--- src/rtl/pipeline_sequencer_if.sv ---
// rtl/pipeline_sequencer_if.sv - control/status bundle between the pipeline datapath and its sequencer
interface pipeline_sequencer_if #(
    parameter int NB_addr = 5,
    parameter int NB_cnt  = 32
);
    logic               in_start;
    logic               in_mode_step;
    logic               in_step;
    logic               in_id_halt;
    logic [NB_addr-1:0] in_id_rs;
    logic [NB_addr-1:0] in_id_rt;
    logic               in_ex_mem_read;
    logic [NB_addr-1:0] in_ex_rt;
    logic               in_ex_branch_taken;
    logic               in_id_jump;

    logic               out_pc_en;
    logic               out_if_id_en;
    logic               out_id_ex_en;
    logic               out_ex_mem_en;
    logic               out_mem_wb_en;
    logic               out_if_id_flush;
    logic               out_id_ex_flush;
    logic [2:0]         out_state;
    logic               out_halted;
    logic [NB_cnt-1:0]  out_cycle_cnt;
    logic [NB_cnt-1:0]  out_stall_cnt;

    modport master (
        output in_start, in_mode_step, in_step, in_id_halt, in_id_rs, in_id_rt,
               in_ex_mem_read, in_ex_rt, in_ex_branch_taken, in_id_jump,
        input  out_pc_en, out_if_id_en, out_id_ex_en, out_ex_mem_en, out_mem_wb_en,
               out_if_id_flush, out_id_ex_flush, out_state, out_halted,
               out_cycle_cnt, out_stall_cnt
    );

    modport slave (
        input  in_start, in_mode_step, in_step, in_id_halt, in_id_rs, in_id_rt,
               in_ex_mem_read, in_ex_rt, in_ex_branch_taken, in_id_jump,
        output out_pc_en, out_if_id_en, out_id_ex_en, out_ex_mem_en, out_mem_wb_en,
               out_if_id_flush, out_id_ex_flush, out_state, out_halted,
               out_cycle_cnt, out_stall_cnt
    );
endinterface

--- src/rtl/pipeline_sequencer.sv ---
// rtl/pipeline_sequencer.sv - five-stage pipeline advance/stall/flush sequencer with run, step and halt-drain
module pipeline_sequencer #(
    parameter int NB_addr = 5,
    parameter int NB_cnt  = 32
) (
    input  logic                 clk,
    input  logic                 reset,
    pipeline_sequencer_if.slave  bus
);
    typedef enum logic [2:0] {
        IDLE   = 3'd0,
        RUN    = 3'd1,
        STEP   = 3'd2,
        DRAIN  = 3'd3,
        HALTED = 3'd4
    } state_t;

    localparam logic [NB_cnt-1:0] CNT_ONE = NB_cnt'(1);

    state_t            state_q, state_d;
    logic [1:0]        drain_cnt_q, drain_cnt_d;
    logic              step_prev_q, step_prev_d;
    logic [NB_cnt-1:0] cycle_cnt_q, cycle_cnt_d;
    logic [NB_cnt-1:0] stall_cnt_q, stall_cnt_d;

    logic [NB_addr-1:0] id_rs, id_rt, ex_rt;
    logic step_fire, adv, halt_take, load_use;
    logic pc_en, if_id_en, id_ex_en, ex_mem_en, mem_wb_en, if_id_flush, id_ex_flush;

    assign id_rs = bus.in_id_rs;
    assign id_rt = bus.in_id_rt;
    assign ex_rt = bus.in_ex_rt;

    always_ff @(posedge clk or posedge reset) begin
        if (reset) begin
            state_q     <= IDLE;
            drain_cnt_q <= 2'd0;
            step_prev_q <= 1'b0;
            cycle_cnt_q <= '0;
            stall_cnt_q <= '0;
        end else begin
            state_q     <= state_d;
            drain_cnt_q <= drain_cnt_d;
            step_prev_q <= step_prev_d;
            cycle_cnt_q <= cycle_cnt_d;
            stall_cnt_q <= stall_cnt_d;
        end
    end

    always_comb begin
        state_d     = state_q;
        drain_cnt_d = drain_cnt_q;
        step_prev_d = bus.in_step;
        stall_cnt_d = stall_cnt_q;
        pc_en       = 1'b0;
        if_id_en    = 1'b0;
        id_ex_en    = 1'b0;
        ex_mem_en   = 1'b0;
        mem_wb_en   = 1'b0;
        if_id_flush = 1'b0;
        id_ex_flush = 1'b0;

        step_fire = bus.in_step & ~step_prev_q;
        adv       = (state_q == RUN) | ((state_q == STEP) & step_fire) | (state_q == DRAIN);
        halt_take = bus.in_id_halt;
        load_use  = bus.in_ex_mem_read & (ex_rt != '0) & ((ex_rt == id_rs) | (ex_rt == id_rt));

        cycle_cnt_d = adv ? cycle_cnt_q + CNT_ONE : cycle_cnt_q;

        case (state_q)
            IDLE: begin
                if (bus.in_start) state_d = bus.in_mode_step ? STEP : RUN;
            end
            RUN, STEP: begin
                state_d = bus.in_mode_step ? STEP : RUN;
                if (adv) begin
                    // A taken branch discards the ID/EX contents, so halt and load-use there are wrong-path.
                    if (bus.in_ex_branch_taken) begin
                        {pc_en, if_id_en, id_ex_en, ex_mem_en, mem_wb_en} = 5'b11111;
                        if_id_flush = 1'b1;
                        id_ex_flush = 1'b1;
                    end else if (halt_take || load_use) begin
                        {pc_en, if_id_en, id_ex_en, ex_mem_en, mem_wb_en} = 5'b00111;
                        id_ex_flush = 1'b1;
                        if (halt_take) begin
                            state_d     = DRAIN;
                            drain_cnt_d = 2'd3;
                        end else begin
                            stall_cnt_d = stall_cnt_q + CNT_ONE;
                        end
                    end else begin
                        {pc_en, if_id_en, id_ex_en, ex_mem_en, mem_wb_en} = 5'b11111;
                        if_id_flush = bus.in_id_jump;
                    end
                end
            end
            DRAIN: begin
                {pc_en, if_id_en, id_ex_en, ex_mem_en, mem_wb_en} = 5'b00111;
                id_ex_flush = 1'b1;
                drain_cnt_d = drain_cnt_q - 2'd1;
                if (drain_cnt_q == 2'd1) state_d = HALTED;
            end
            default: begin
                state_d = state_q;
            end
        endcase
    end

    assign bus.out_pc_en       = pc_en;
    assign bus.out_if_id_en    = if_id_en;
    assign bus.out_id_ex_en    = id_ex_en;
    assign bus.out_ex_mem_en   = ex_mem_en;
    assign bus.out_mem_wb_en   = mem_wb_en;
    assign bus.out_if_id_flush = if_id_flush;
    assign bus.out_id_ex_flush = id_ex_flush;
    assign bus.out_state       = state_q;
    assign bus.out_halted      = (state_q == HALTED);
    assign bus.out_cycle_cnt   = cycle_cnt_q;
    assign bus.out_stall_cnt   = stall_cnt_q;
endmodule
--- src/flat_wrapper.sv ---
// flat-port wrapper written by rule: the top's interface ports become plain ports
module pipeline_sequencer_flat 
#(
    parameter int NB_addr = 5,
    parameter int NB_cnt  = 32
)
  (clk, reset, bus_in_start, bus_in_mode_step, bus_in_step, bus_in_id_halt, bus_in_id_rs, bus_in_id_rt, bus_in_ex_mem_read, bus_in_ex_rt, bus_in_ex_branch_taken, bus_in_id_jump, bus_out_pc_en, bus_out_if_id_en, bus_out_id_ex_en, bus_out_ex_mem_en, bus_out_mem_wb_en, bus_out_if_id_flush, bus_out_id_ex_flush, bus_out_state, bus_out_halted, bus_out_cycle_cnt, bus_out_stall_cnt);
  pipeline_sequencer_if #(.NB_addr(NB_addr), .NB_cnt(NB_cnt)) bus_i ();
  input  logic clk;
  input  logic reset;
  input wire logic [$bits(bus_i.in_start)-1:0] bus_in_start;
  input wire logic [$bits(bus_i.in_mode_step)-1:0] bus_in_mode_step;
  input wire logic [$bits(bus_i.in_step)-1:0] bus_in_step;
  input wire logic [$bits(bus_i.in_id_halt)-1:0] bus_in_id_halt;
  input wire logic [$bits(bus_i.in_id_rs)-1:0] bus_in_id_rs;
  input wire logic [$bits(bus_i.in_id_rt)-1:0] bus_in_id_rt;
  input wire logic [$bits(bus_i.in_ex_mem_read)-1:0] bus_in_ex_mem_read;
  input wire logic [$bits(bus_i.in_ex_rt)-1:0] bus_in_ex_rt;
  input wire logic [$bits(bus_i.in_ex_branch_taken)-1:0] bus_in_ex_branch_taken;
  input wire logic [$bits(bus_i.in_id_jump)-1:0] bus_in_id_jump;
  output wire logic [$bits(bus_i.out_pc_en)-1:0] bus_out_pc_en;
  output wire logic [$bits(bus_i.out_if_id_en)-1:0] bus_out_if_id_en;
  output wire logic [$bits(bus_i.out_id_ex_en)-1:0] bus_out_id_ex_en;
  output wire logic [$bits(bus_i.out_ex_mem_en)-1:0] bus_out_ex_mem_en;
  output wire logic [$bits(bus_i.out_mem_wb_en)-1:0] bus_out_mem_wb_en;
  output wire logic [$bits(bus_i.out_if_id_flush)-1:0] bus_out_if_id_flush;
  output wire logic [$bits(bus_i.out_id_ex_flush)-1:0] bus_out_id_ex_flush;
  output wire logic [$bits(bus_i.out_state)-1:0] bus_out_state;
  output wire logic [$bits(bus_i.out_halted)-1:0] bus_out_halted;
  output wire logic [$bits(bus_i.out_cycle_cnt)-1:0] bus_out_cycle_cnt;
  output wire logic [$bits(bus_i.out_stall_cnt)-1:0] bus_out_stall_cnt;
  assign bus_i.in_start = bus_in_start;
  assign bus_i.in_mode_step = bus_in_mode_step;
  assign bus_i.in_step = bus_in_step;
  assign bus_i.in_id_halt = bus_in_id_halt;
  assign bus_i.in_id_rs = bus_in_id_rs;
  assign bus_i.in_id_rt = bus_in_id_rt;
  assign bus_i.in_ex_mem_read = bus_in_ex_mem_read;
  assign bus_i.in_ex_rt = bus_in_ex_rt;
  assign bus_i.in_ex_branch_taken = bus_in_ex_branch_taken;
  assign bus_i.in_id_jump = bus_in_id_jump;
  assign bus_out_pc_en = bus_i.out_pc_en;
  assign bus_out_if_id_en = bus_i.out_if_id_en;
  assign bus_out_id_ex_en = bus_i.out_id_ex_en;
  assign bus_out_ex_mem_en = bus_i.out_ex_mem_en;
  assign bus_out_mem_wb_en = bus_i.out_mem_wb_en;
  assign bus_out_if_id_flush = bus_i.out_if_id_flush;
  assign bus_out_id_ex_flush = bus_i.out_id_ex_flush;
  assign bus_out_state = bus_i.out_state;
  assign bus_out_halted = bus_i.out_halted;
  assign bus_out_cycle_cnt = bus_i.out_cycle_cnt;
  assign bus_out_stall_cnt = bus_i.out_stall_cnt;
  pipeline_sequencer #(.NB_addr(NB_addr), .NB_cnt(NB_cnt)) u_core (.clk(clk), .reset(reset), .bus(bus_i));
endmodule
--- config.mk ---
export PLATFORM = sky130hd
export DESIGN_NAME = pipeline_sequencer_flat
export DESIGN_NICKNAME = d
export VERILOG_FILES = /design/src/rtl/pipeline_sequencer_if.sv /design/src/rtl/pipeline_sequencer.sv /design/src/flat_wrapper.sv
export SDC_FILE = /design/constraint.sdc
export NUM_CORES = 1
export LEC_CHECK = 0
export CAP_MARGIN = 5
export CORE_MARGIN = 5
export CORE_UTILIZATION = 45
export DETAILED_ROUTE_END_ITERATION = 7
export GPL_TIMING_DRIVEN = 0
export PLACE_DENSITY_LB_ADDON = 0.08
export SLEW_MARGIN = 20
export SYNTH_ARGS = -nofsm -noshare
export SYNTH_HDL_FRONTEND = slang
export SYNTH_SLANG_ARGS = --single-unit
--- constraint.sdc ---
create_clock -name clk -period 3.6 [get_ports clk]
set_input_delay 0.54 -clock clk [delete_from_list [all_inputs] [get_ports clk]]
set_output_delay 0.54 -clock clk [all_outputs]
set_load 0.01 [all_outputs]
=== Word level (Yosys, flattened, before mapping) ===
Index checks and enable logic that the tools add are counted.

* Add/sub/neg operators: 3
* Multiply operators: 0
* Div/mod/pow operators: 0
* Order comparisons: 0
* Equality and inequality tests: 13
* Shifts and indexed selects: 0
* Multiplexer cells: 27
* Bitwise gates (word level): 10
* Reduce and logical (&&, ||, !) cells: 9

{| class="wikitable"
|+ Operators by type and width
! operator !! count
|-
| 32-bit by 1-bit adder with 32-bit output (second input constant) || 2
|-
| 3-bit 2-to-1 mux || 6
|-
| 1-bit 2-to-1 mux || 12
|-
| 5-bit == test || 2
|-
| 2-bit 2-to-1 mux || 5
|-
| 5-bit AND reduction || 2
|-
| 3-bit one-hot mux with 3 select lines || 1
|-
| 2-bit inequality test (second input constant) || 4
|-
| 3-bit by 2-bit == test with 1-bit output (second input constant) || 2
|-
| 5-bit nonzero test || 1
|-
| 1-bit AND || 4
|-
| 2-bit by 1-bit inequality test with 1-bit output (second input constant) || 2
|-
| 1-bit one-hot mux with 2 select lines || 2
|-
| 2-bit one-hot mux with 2 select lines || 1
|-
| 3-bit by 1-bit == test with 1-bit output (second input constant) || 1
|-
| 3-bit == test (second input constant) || 1
|-
| 3-bit logical NOT || 1
|-
| 1-bit inverter || 3
|-
| 1-bit OR || 3
|-
| 3-bit AND reduction || 1
|-
| 3-bit nonzero test || 1
|-
| 2-bit by 1-bit == test with 1-bit output (second input constant) || 1
|-
| 2-bit nonzero test || 1
|-
| 2-bit OR reduction || 1
|-
| 2 further kinds || 2
|}

* Bits in registers: 70
* Latch bits: 0
* RAM bits: 0
* Bits in read-only memories: 0
* Output and inout bits: 75
* Word-level logic and storage cells: 67
* Memories: 0

=== Depth between registers and ports, before layout ===
* Depth after elaboration: 8
* Mapped depth: 9
* Mapped depth without buffers: 7

=== Worst setup path after synthesis ===
OpenSTA, ideal clock, no wires.

* Path type: input-to-output
* Start point: input bus_in_ex_rt[0]
* End point: output bus_out_pc_en
* Arrival: 1.824 ns
* Path slack: 1.236 ns
* Cell stages on the path: 6
* Path buffers: 1
* Cell sequence: or4_1 o21ai_1 nor2_1 nor2_1 o21a_1 buf_4

* Word-level cells in the longest chain between the ends: 8
* Elaborated cells on any way between the ends: 11

{| class="wikitable"
|+ Ends and longest elaborated chain
! what !! line !! source
|-
| start, declared || flat_wrapper.sv:18 || <nowiki>input wire logic [$bits(bus_i.in_ex_rt)-1:0] bus_in_ex_rt;</nowiki>
|-
| 5-bit == test / 5-bit nonzero test (equally long branches) || pipeline_sequencer.sv:66 || <nowiki>load_use = bus.in_ex_mem_read & (ex_rt != '0) & ((ex_rt == id_rs) | (ex_rt == id_rt));</nowiki>
|-
| 1-bit OR / 1-bit AND (equally long branches) || pipeline_sequencer.sv:66 ||
|-
| 1-bit AND * || pipeline_sequencer.sv:66 ||
|-
| 1-bit logical OR * || pipeline_sequencer.sv:82 || <nowiki>end else if (halt_take || load_use) begin</nowiki>
|-
| 1-bit 2-to-1 mux * (4 in a row) || - ||
|-
| end, declared || flat_wrapper.sv:21 || <nowiki>output wire logic [$bits(bus_i.out_pc_en)-1:0] bus_out_pc_en;</nowiki>
|}

Mark *: on every way between the ends. The rest lies on a longest branch, timed or not.

=== Worst setup path after layout ===
* Start point: input bus_in_ex_rt[0]
* End point: output bus_out_pc_en

* Word-level cells in the longest chain between the ends: 8
* Elaborated cells on any way between the ends: 11

{| class="wikitable"
|+ Ends and longest elaborated chain
! what !! line !! source
|-
| 5-bit == test / 5-bit nonzero test (equally long branches) || pipeline_sequencer.sv:66 ||
|-
| 1-bit OR / 1-bit AND (equally long branches) || pipeline_sequencer.sv:66 ||
|-
| 1-bit AND * || pipeline_sequencer.sv:66 ||
|-
| 1-bit logical OR * || pipeline_sequencer.sv:82 ||
|-
| 1-bit 2-to-1 mux * || pipeline_sequencer.sv:82 ||
|-
| 1-bit 2-to-1 mux * || pipeline_sequencer.sv:78 || <nowiki>if (bus.in_ex_branch_taken) begin</nowiki>
|-
| 1-bit 2-to-1 mux * || pipeline_sequencer.sv:76 || <nowiki>if (adv) begin</nowiki>
|-
| 1-bit 2-to-1 mux * || pipeline_sequencer.sv:70 || <nowiki>case (state_q)</nowiki>
|}

Marks and branches as above.

==> reports/metrics.cfg <==
[detailed_routing]
dr.pass1.iters = 4
vias = 2810
drc = 0
routedWlPerCell_um = 14.3
wirelength_mm = 7.96
routed_via_density = 5.06
drtIter0Drc = 100
antenna_left = 0

[synth]
synthArstFlopShare_pct = 100
seq_area_frac_synth_pct = 50.1
ys.flop_type = dfrtp_1
syn_area_per_cell_um2 = 10.3
ys_warn_count = 0
yosysUniqueCellTypes = 41
syn-num-nets = 365
synth_edf_count = 0
synth_top_area_cell = dfrtp_1
ys_seq_elements = 70
synth_area_leaders = dfrtp_1 50%, xnor2_1 11%, xor2_1 7.5%
synth_top_area_share_pct = 50.1
syn_inst = 338
netlist_area_um2 = 3490

[global_route]
grt_overflow = 0
gr-usage-met2_pct = 26.8
use_met3_pct = 5.29
grt_max_degree = 54
antenna_found_initial = 0
grt_pass1_wl_mm = 13.6
use_met1_pct = 22.8
grt-busiest-layer = met2
grt_pass1_vias = 2829
grt_use_total_pct = 17.3

[clocking]
clkTransAtPathRegs_ns = 0.08
cts_sinks = 70
cts_resized = 0
cts.path.max_buffers = 2
post-cts-setup-buffers = 0
cts_max_level = 3
cts-root-buf = clkbuf_8
cts_buffers = 9
cts_hold_buf = 0
insertion_delay_ns = 0.34
cts_tree = built

[die]
start_util_pct = 45.7
die_y_um = 98.1
num_rows = 32
ioPinCount = 99
die_w_um = 98.1
dieArea_um2 = 9630
core_region_area_um2 = 7650

[timing]
fin_setup_tns_ns = 0
fmax_mhz = 288
finalClockSkew_ns = 0.00571
finalCriticalPeriod_ns = 3.47
grt_setup_unrepaired = no
finalSetupViolCount = 0
slew_violations = 0
period_share_pct = 96.5
hold_viol = 0
tightest_slew_ns = 0.627
slew-limit-headroom_pct = 57.9

[job]
maxCapViolCount = 0

[worst_setup_path]
path_max_fanout = 3
worstPathCellList = clkdlybuf4s50_1, or4_1, o21ai_1, nor2_1, nor2_1, o21a_1, buf_4, clkdlybuf4s50_1
cp.required_ns = 3.06
end_kind = output port
startpoint_type = input port
rr_startpoint = u_core.bus.out_state[2]$_DFFE_PP0P_
cpPeakStageDelay_ns = 0.56
r2r_cells = 6
critPathSlowestCell = or4_1
path_class = input port to output port
rrSetupSlack_ns = 1.43
arrival_ns = 2.93
r2r-end = u_core.bus.out_cycle_cnt[26]$_DFFE_PP0N_

[power]
p_int_w = 0.00152
power.share.switching_pct = 28.3
switching_power_w = 0.000598
total_power_w = 0.00212
p_clk_share_pct = 32.4
leakage_nw = 2.14
worst_ir_drop_vdd_mv = 0.344
power.density_nw_per_um2 = 437
p_comb_share_pct = 24.5
power_frac_seq_pct = 43.0

[final_layout]
nets = 475
layout-drive-gt1-share_pct = 7.51
diodes = 0
stdcell_count = 555
area_growth_syn_to_layout_pct = 38.7
n_fill_cell = 621
final_cell_area_um2 = 4850

[hold_path]
hold_end = u_core.bus.out_cycle_cnt[31]$_DFFE_PP0N_
worstHoldStart = u_core.bus.out_cycle_cnt[31]$_DFFE_PP0N_
hold_depth = 1
hold_class = flip-flop to flip-flop

[placed_design]
dpl-instance-area_um2 = 4630
dp_hpwl_mm = 5.85
routabilityCongestion = 0.816
dp_cells = 539
numPortBuffers = 98

[status]
status = complete, no violations

power by group through the flow:
stage / Sequential [W] / Combinational (W) / Clock (W)
global route: 0.000924 / 0.000581 / 0.000741
detailed placement: 0.000926 / 0.000523 / 0
floorplan: 0.000940 / 0.000267 / 0
global placement: 0.000924 / 0.000515 / 0
finish: 0.000911 / 0.000519 / 0.000687
CTS: 0.000912 / 0.000526 / 0.000701
Yosys cell counts, types with 2 or more instances:
cell	count
dfrtp_1	70
xnor2_1	43
xor2_1	30
nor2_1	26
nand2_1	25
nand3_1	23
and3_1	19
nand4_1	19
nor3_1	14
inv_1	12
and4_1	5
a21oi_1	4
buf_4	4
buf_6	4
o21ai_0	4
a22oi_1	3
ha_1	3
nor3b_1	3
clkbuf_1	2
mux2_2	2
nor2b_1	2
or2_2	2
worst max path at each step:
stage,to,cells past startpoint,start,slack (ns)
floorplan,bus_out_pc_en,6,bus_in_ex_rt[0],1.24
global placement,u_core.bus.out_stall_cnt[6]$_DFFE_PP0P_,2,reset,0.02
detailed placement,bus_out_pc_en,8,bus_in_ex_rt[0],0.14
CTS,bus_out_pc_en,8,bus_in_ex_rt[0],0.13
global route,bus_out_pc_en,8,bus_in_ex_rt[0],0.04
finish,bus_out_pc_en,8,bus_in_ex_rt[0],0.13
cells in the final DEF (no fill, tap or decap), types with 4 or more instances in the layout:
master            n
nor2_1           26
and4_1            5
o21ai_0           4
nor3_1           14
dfrtp_1          70
nand2_1          25
xor2_1           30
clkbuf_8          9
and3_1           19
a21oi_1           4
inv_1            11
nand3_1          23
buf_6             4
nand4_1          19
buf_4             4
xnor2_1          43
clkdlybuf4s50_1  98
registers in the layout, indices dropped and copies added, names as in the netlist:
signal and flops:
u_core.bus.out_cycle_cnt 32, u_core.bus.out_state 3, u_core.bus.out_stall_cnt 32, u_core.step_prev_q 1
u_core.drain_cnt_q 2
logic make-up (layout without fill, tap and decap cells):
logic type	Yosys count	in the layout	synth area share, %
buffers and inverters	24	139	3.90
adders and majority gates	3	3	1.07
AOI/OAI and AO/OA	20	20	3.65
and+or+nand+nor	146	146	22.3
DFF	70	70	50.1
muxes	2	2	0.644
xor gates and xnor gates	73	73	18.3
stage by stage:
step | setup slack (ns) | hold slack [ns] | utilization [%]
floorplan | 1.24 | 0.459 | -
global placement | 0.0164 | 0.458 | 60.2
detailed placement | 0.138 | 0.458 | 60.6
CTS | 0.129 | 0.471 | 63.4
global route | 0.0383 | 0.484 | 63.4
finish | 0.125 | 0.468 | 63.4
worst max-delay path, delay by kind of cell:
family	cells	cell delay [ns]
and+or+nand+nor	3	0.87
AOI/OAI and AO/OA	2	0.44
buffers and inverters	3	1.10
routing by layer:
metal | vias to the layer above | share of wire (%)
met2 | 75 | 47
met3 | 12 | 6.5
met4 | 0 | 1.5
li1 | 1382 | -
met5 | - | 0
met1 | 1341 | 45
final cells by class:
class                      instances  area, um^2  share of cell area, %
clock buffer                      10         128                   2.63
tap                              102         128                   2.63
timing repair buffer              99        1010                   20.8
sequential                        70        1750                   36.1
clock inverter                     6        86.3                   1.78
buffer                            11        87.6                   1.81
multi-input combinational        244        1610                   33.1
inverter                          13        51.3                   1.06
Note: power is estimated with default switching activity, not from simulation.
